## config.mk

```make
export PLATFORM = sky130hd
export DESIGN_NAME = auto_nav_planner
export DESIGN_NICKNAME = d
export VERILOG_FILES = /design/src/rtl/auto_nav_pkg.sv /design/src/rtl/detector_debounce.sv /design/src/rtl/auto_nav_planner.sv
export SDC_FILE = /design/constraint.sdc
export NUM_CORES = 1
export LEC_CHECK = 0
export ABC_CLOCK_PERIOD_IN_PS = 3500
export BUFFER_PORTS_ARGS = -buffer_cell sky130_fd_sc_hd__buf_2
export CAP_MARGIN = 0
export CORE_ASPECT_RATIO = 1.25
export CORE_MARGIN = 2
export CORE_UTILIZATION = 55
export CTS_CLUSTER_DIAMETER = 50
export CTS_CLUSTER_SIZE = 40
export DETAILED_ROUTE_END_ITERATION = 12
export HOLD_SLACK_MARGIN = 0.06
export PLACE_DENSITY_LB_ADDON = 0.2
export SYNTH_ARGS = -nofsm -noshare
export SYNTH_HDL_FRONTEND = slang
export SYNTH_SLANG_ARGS = --single-unit
export TNS_END_PERCENT = 10
```

## constraint.sdc

```tcl
create_clock -name clk -period 3.5 [get_ports clk]
set_input_delay 1.05 -clock clk [delete_from_list [all_inputs] [get_ports clk]]
set_output_delay 1.05 -clock clk [all_outputs]
set_load 0.02 [all_outputs]
```

## src/rtl/auto_nav_pkg.sv

```systemverilog
// rtl/auto_nav_pkg.sv - shared types and constants for the autonomous navigation planner
package auto_nav_pkg;

  localparam int TICK_HZ               = 500;
  localparam int CYCLE_TIME_US         = 1_000_000 / TICK_HZ;
  localparam int DEFAULT_SETTLE_CYCLES = 10;
  localparam int DEFAULT_ESCAPE_CYCLES = 250;
  localparam int DEFAULT_ACK_TIMEOUT   = 4;

  // Bit positions inside the packed detector pattern {front, left, right}
  localparam int DET_FRONT = 2;
  localparam int DET_LEFT  = 1;
  localparam int DET_RIGHT = 0;

  typedef enum logic [2:0] {
    ST_IDLE      = 3'd0,
    ST_FORWARD   = 3'd1,
    ST_DECIDE    = 3'd2,
    ST_ISSUE     = 3'd3,
    ST_WAIT_DONE = 3'd4,
    ST_ESCAPE    = 3'd5,
    ST_FAULT     = 3'd6
  } nav_state_e;

  typedef enum logic [1:0] {
    LEFT  = 2'd0,
    RIGHT = 2'd1,
    BACK  = 2'd2
  } turn_choice_e;

endpackage

```

## src/rtl/detector_debounce.sv

```systemverilog
// rtl/detector_debounce.sv - 2-flop synchroniser and shared stable-pattern debouncer
module detector_debounce #(
  parameter int SETTLE_CYCLES = 10
) (
  input  logic       clk,
  input  logic       rst_n,
  input  logic [2:0] det_raw,
  output logic [2:0] det_stable
);

  localparam int CW = $clog2(SETTLE_CYCLES + 1);

  logic [2:0]    sync1;
  logic [2:0]    sync2;
  logic [CW-1:0] cnt;

  // sync1 != sync2 means sync2 is about to change, so the run restarts on that edge
  always_ff @(posedge clk or negedge rst_n) begin
    if (!rst_n) begin
      sync1      <= '0;
      sync2      <= '0;
      cnt        <= '0;
      det_stable <= '0;
    end else begin
      sync1 <= det_raw;
      sync2 <= sync1;
      if (sync1 != sync2)
        cnt <= '0;
      else if (cnt != CW'(SETTLE_CYCLES))
        cnt <= cnt + CW'(1);
      if ((sync1 == sync2) && (cnt >= CW'(SETTLE_CYCLES - 1)))
        det_stable <= sync2;
    end
  end

endmodule

```

## src/rtl/auto_nav_planner.sv

```systemverilog
// rtl/auto_nav_planner.sv - obstacle-driven turn planner feeding the auto_turning executor
module auto_nav_planner
  import auto_nav_pkg::*;
#(
  parameter int SETTLE_CYCLES = DEFAULT_SETTLE_CYCLES,
  parameter int ESCAPE_CYCLES = DEFAULT_ESCAPE_CYCLES,
  parameter int ACK_TIMEOUT   = DEFAULT_ACK_TIMEOUT
) (
  input  logic       clk,
  input  logic       rst_n,
  input  logic       enable,
  input  logic       detect_front,
  input  logic       detect_left,
  input  logic       detect_right,
  input  logic       is_turning,
  output logic       trigger_turn_left,
  output logic       trigger_turn_right,
  output logic       trigger_turn_back,
  output logic       move_forward,
  output logic       brake,
  output logic [2:0] state_o
);

  localparam int AW = $clog2(ACK_TIMEOUT + 1);
  localparam int EW = $clog2(ESCAPE_CYCLES + 1);

  nav_state_e    state_q, state_d;
  turn_choice_e  choice_q, choice_d;
  logic [AW-1:0] ack_cnt_q, ack_cnt_d;
  logic [EW-1:0] esc_cnt_q, esc_cnt_d;
  logic [2:0]    det_stable;
  logic          tl_d, tr_d, tb_d, mf_d, br_d;

  detector_debounce #(.SETTLE_CYCLES(SETTLE_CYCLES)) u_debounce (
    .clk        (clk),
    .rst_n      (rst_n),
    .det_raw    ({detect_front, detect_left, detect_right}),
    .det_stable (det_stable)
  );

  always_ff @(posedge clk or negedge rst_n) begin
    if (!rst_n) begin
      state_q            <= ST_IDLE;
      choice_q           <= LEFT;
      ack_cnt_q          <= '0;
      esc_cnt_q          <= '0;
      trigger_turn_left  <= 1'b0;
      trigger_turn_right <= 1'b0;
      trigger_turn_back  <= 1'b0;
      move_forward       <= 1'b0;
      brake              <= 1'b1;
    end else begin
      state_q            <= state_d;
      choice_q           <= choice_d;
      ack_cnt_q          <= ack_cnt_d;
      esc_cnt_q          <= esc_cnt_d;
      trigger_turn_left  <= tl_d;
      trigger_turn_right <= tr_d;
      trigger_turn_back  <= tb_d;
      move_forward       <= mf_d;
      brake              <= br_d;
    end
  end

  always_comb begin
    state_d   = state_q;
    choice_d  = choice_q;
    ack_cnt_d = ack_cnt_q;
    esc_cnt_d = esc_cnt_q;
    if (!enable) begin
      state_d   = ST_IDLE;
      ack_cnt_d = '0;
      esc_cnt_d = '0;
    end else begin
      case (state_q)
        ST_IDLE:    state_d = ST_FORWARD;
        ST_FORWARD: if (det_stable[DET_FRONT]) state_d = ST_DECIDE;
        ST_DECIDE: begin
          if (!det_stable[DET_LEFT])       choice_d = LEFT;
          else if (!det_stable[DET_RIGHT]) choice_d = RIGHT;
          else                             choice_d = BACK;
          ack_cnt_d = '0;
          state_d   = ST_ISSUE;
        end
        ST_ISSUE: begin
          if (is_turning)                            state_d = ST_WAIT_DONE;
          else if (ack_cnt_q >= AW'(ACK_TIMEOUT - 1)) state_d = ST_FAULT;
          else                                       ack_cnt_d = ack_cnt_q + AW'(1);
        end
        ST_WAIT_DONE: begin
          if (!is_turning) begin
            state_d   = ST_ESCAPE;
            esc_cnt_d = '0;
          end
        end
        ST_ESCAPE: begin
          if (esc_cnt_q >= EW'(ESCAPE_CYCLES - 1)) state_d = ST_FORWARD;
          else                                     esc_cnt_d = esc_cnt_q + EW'(1);
        end
        ST_FAULT: state_d = ST_FAULT;
        default:  state_d = ST_IDLE;
      endcase
    end

    // Outputs are decoded from the next state so they register in step with it
    tl_d = (state_d == ST_ISSUE) && (choice_d == LEFT);
    tr_d = (state_d == ST_ISSUE) && (choice_d == RIGHT);
    tb_d = (state_d == ST_ISSUE) && (choice_d == BACK);
    mf_d = (state_d == ST_FORWARD) || (state_d == ST_ESCAPE);
    br_d = (state_d == ST_IDLE) || (state_d == ST_DECIDE) ||
           (state_d == ST_ISSUE) || (state_d == ST_FAULT);
  end

  assign state_o = state_q;

endmodule

```

==> results.cfg <==
[sta]
timing.setup.tns_ps = 0
max_slew_margin_pct = 50.1
worst_slack_ps = 1140
finalCriticalPeriod_ps = 2360
timing_hold_violations_final = 0
achievable-frequency_mhz = 424
max_slew.worst_pin.slew_ps = 748
clock-skew-final_ps = 19.0
report.final.slew_viol_count = 0
setup-violations-final = 0
min_period_over_period_pct = 67.3
rsz_0062_raised_after_global_routing = no

[critical_path]
worst_r2r_path_depth = 6
critPathMaxStageDelay_ps = 700
crit_required_ps = 2450
rr_startpoint = ack_cnt_q[0]$_DFFE_PN0P_
cp_top_family = flip-flops
total_buffers_and_inverters_traversed_by_the_critical_path = 1
startpoint = state_o[0]$_DFF_PN0_
cells_along_the_critical_path = buf_2
endpoint_kind = output port
worst_path_max_delay_cell = dfrtp_1
timing.reg2reg.setup_slack_ps = 1440
path_class = reg2out
critical_path.max_fanout = 15
worst_ep_arrival_time_ps = 1310
end_point_of_the_critical_path = state_o[0]
total_number_of_cells_along_the_worst_setup_path = 1
startpoint_type = flop
capture_point_of_the_worst_reg_to_reg_path = trigger_turn_right$_DFF_PN0_

[floorplanning]
floorplan.initialDensity_pct = 58.3
design.die.area_sq_um = 3650
core_sq_um = 3000
die_h_microns = 67.1
rows = 22
num_io_pins = 15
chipWidth_microns = 54.4

[grt]
groute.usage.overall_pct = 21.0
grt_start_max_net_pins = 35
first_pass_grt_wire_length_mm = 5.26
first_global_vias = 1197
grt_antenna_before_repair = 0
globalRouteOverflowTotal = 0

[logic_synthesis]
yosys.area_share.adder_pct = 6.44
synthesis.nets = 179
synth_xor_xnor_area_share_pct = 3.51
netlist-cell-type-count = 44
yosys-top-cells-count = dfrtp_1, nor2_1, nand2_1
ys_seq_area_share_pct = 48.7
synth.area.top_cells = dfrtp_1, ha_1, nor2_1, o21ai_0, nand2_1
post_synth_mux_area_share_pct = 4.86
synth_top_family_by_area = simple AND/OR/NAND/NOR gates
synth.cell_area_sq_um = 1750
yosysTopAreaCell = dfrtp_1
synth_edf_count = 0
synthesis.area_per_instance_sq_um = 10.7
yosysMostFrequentCell = dfrtp_1
synth_simple_gate_area_share_pct = 18.0
area_fraction_in_compound_gates_after_synthesis_pct = 14.7
synthesis.yosys.warnings = 0
synth_cells = 163
yosys_register_bits = 34
async_reset_ff_share_pct = 100
synth_largest_type_area_fraction_pct = 47.2
synth_flop_cell = dfrtp_1

[cells_and_area]
multi_input_gate_area_sq_um = 832
synthToLayoutAreaGrowth_pct = 9.73
sequential_cell_area_sq_um = 852
n_fill_cell = 248
layout-drive-gt1-share_pct = 19.8
final_design_area_no_fill_sq_um = 1920
finish.utilization_pct = 64.0
layout_net_count = 197
ant_diodes = 0

[clock_tree]
cts_setup_buffers = 0
cts_tree = done
clk-insertion-delay-late_ps = 340
cts_hold_buf = 0
cts.htree.levels = 2
clk_pin_slew_ps = 100
cts_made_buffers = 5
cts-resized-gates = 0
cts_max_path_buffers = 2
clock_sink_count = 34
cts_root_buf = clkbuf_4

[power_and_ir_drop]
clkPwrFrac_pct = 38.1
vdd_ir_drop_max_mv = 0.476
power.leakage_uw = 0.000877
cellPowerDensity_nw_per_um2 = 378
pwr-share-comb_pct = 5.6
intPower_uw = 566
sequential_power_share_pct = 56.3
switching_share_pct = 21.9
switchingPower_uw = 159

[min_path]
min_from = u_debounce.sync1[2]$_DFF_PN0_
hold_removal_path_class = reg2reg

[routing]
wirelength_mm = 3.12
routed-via-count = 1236
wl_per_cell_microns = 14.3
drc = 0
ant_nets = 0
drt-vias-per-instance = 5.67
drt-initial-drc-count = 18
detail_route.first_pass.iterations = 4

[placement]
post_dp_cell_area_sq_um = 1840
dp_hpwl_mm = 2.18
port-buffer-count = 14
place_ws_ps = 1200
finalWeightedCongestion = 0.817

[run]
drv.max_cap_violation_count = 0

[status]
run_status = complete, no violations
[power groups by stage]
stage | Combinational [uW] | Clock, uW | Sequential [uW]
finish | 40.5 | 276 | 408
global route | 46.3 | 308 | 410
CTS | 41.7 | 288 | 408
detailed placement | 41.4 | 0 | 416
global placement | 39.3 | 0 | 415
floorplan | 22.7 | 0 | 415
[sequential cells by signal (all words and copies together), names as in the netlist]
register,cells
esc_cnt_q,8
u_debounce.sync1,3
choice_q,2
state_o,3
move_forward,1
ack_cnt_q,3
trigger_turn_left,1
u_debounce.cnt,4
brake,1
trigger_turn_back,1
u_debounce.det_stable,3
u_debounce.sync2,3
trigger_turn_right,1
[layout by cell type (no fill, tap or decap), drive strengths merged, types with 4 or more instances in the layout]
master | Yosys | final
o21ai | 12 | 12
nand3 | 9 | 9
clkbuf | 1 | 7
inv | 12 | 12
mux2i | 4 | 4
ha | 9 | 9
xnor2 | 4 | 4
mux2 | 4 | 4
buf | 2 | 14
nor2b | 6 | 6
nor2 | 19 | 19
dfrtp | 33 | 33
nand2 | 15 | 15
[metrics by stage]
step                power (uW)  hold WS [ps]  instances
floorplan                  438           373        163
global placement           455           381        210
detailed placement         457           391        210
CTS                        738           413        218
global route               764           432        218
finish                     725           408        218
[how the worst min path moves through the flow]
stage,end,slack [ps],cells past startpoint
CTS,u_debounce.sync2[2]$_DFF_PN0_,410,0
floorplan,u_debounce.sync2[0]$_DFF_PN0_,370,0
detailed placement,u_debounce.sync2[2]$_DFF_PN0_,390,0
finish,u_debounce.sync2[2]$_DFF_PN0_,410,0
global route,u_debounce.sync2[2]$_DFF_PN0_,430,0
global placement,u_debounce.sync2[2]$_DFF_PN0_,380,0
[layout make-up]
class | count | area share (%)
Clock buffer | 7 | 2.35
Clock inverter | 1 | 1.56
Inverter | 12 | 2.35
Multi-Input combinational cell | 114 | 43.4
Sequential cell | 34 | 44.4
Tap cell | 36 | 2.35
Timing Repair Buffer | 14 | 3.65
[logic make-up (layout without fill, tap and decap cells)]
logic type,count (synthesis),in the layout
buffers and inverters,15,34
AO/OA/AOI/OAI,28,28
AND/OR/NAND/NOR,62,62
flip-flops,34,34
multiplexers,8,8
XOR/XNOR,7,7
adder cells (fa/ha/maj),9,9
[metal layers]
| metal | track usage (%) | share of wire (%) |
|---|---|---|
| met1 | 25.1 | 45 |
| met2 | 32.4 | 49 |
| met3 | 6.73 | 3.3 |
| met4 | 11.9 | 2.7 |
| met5 | 0 | 0 |
Note: power is estimated with default switching activity, not from simulation.
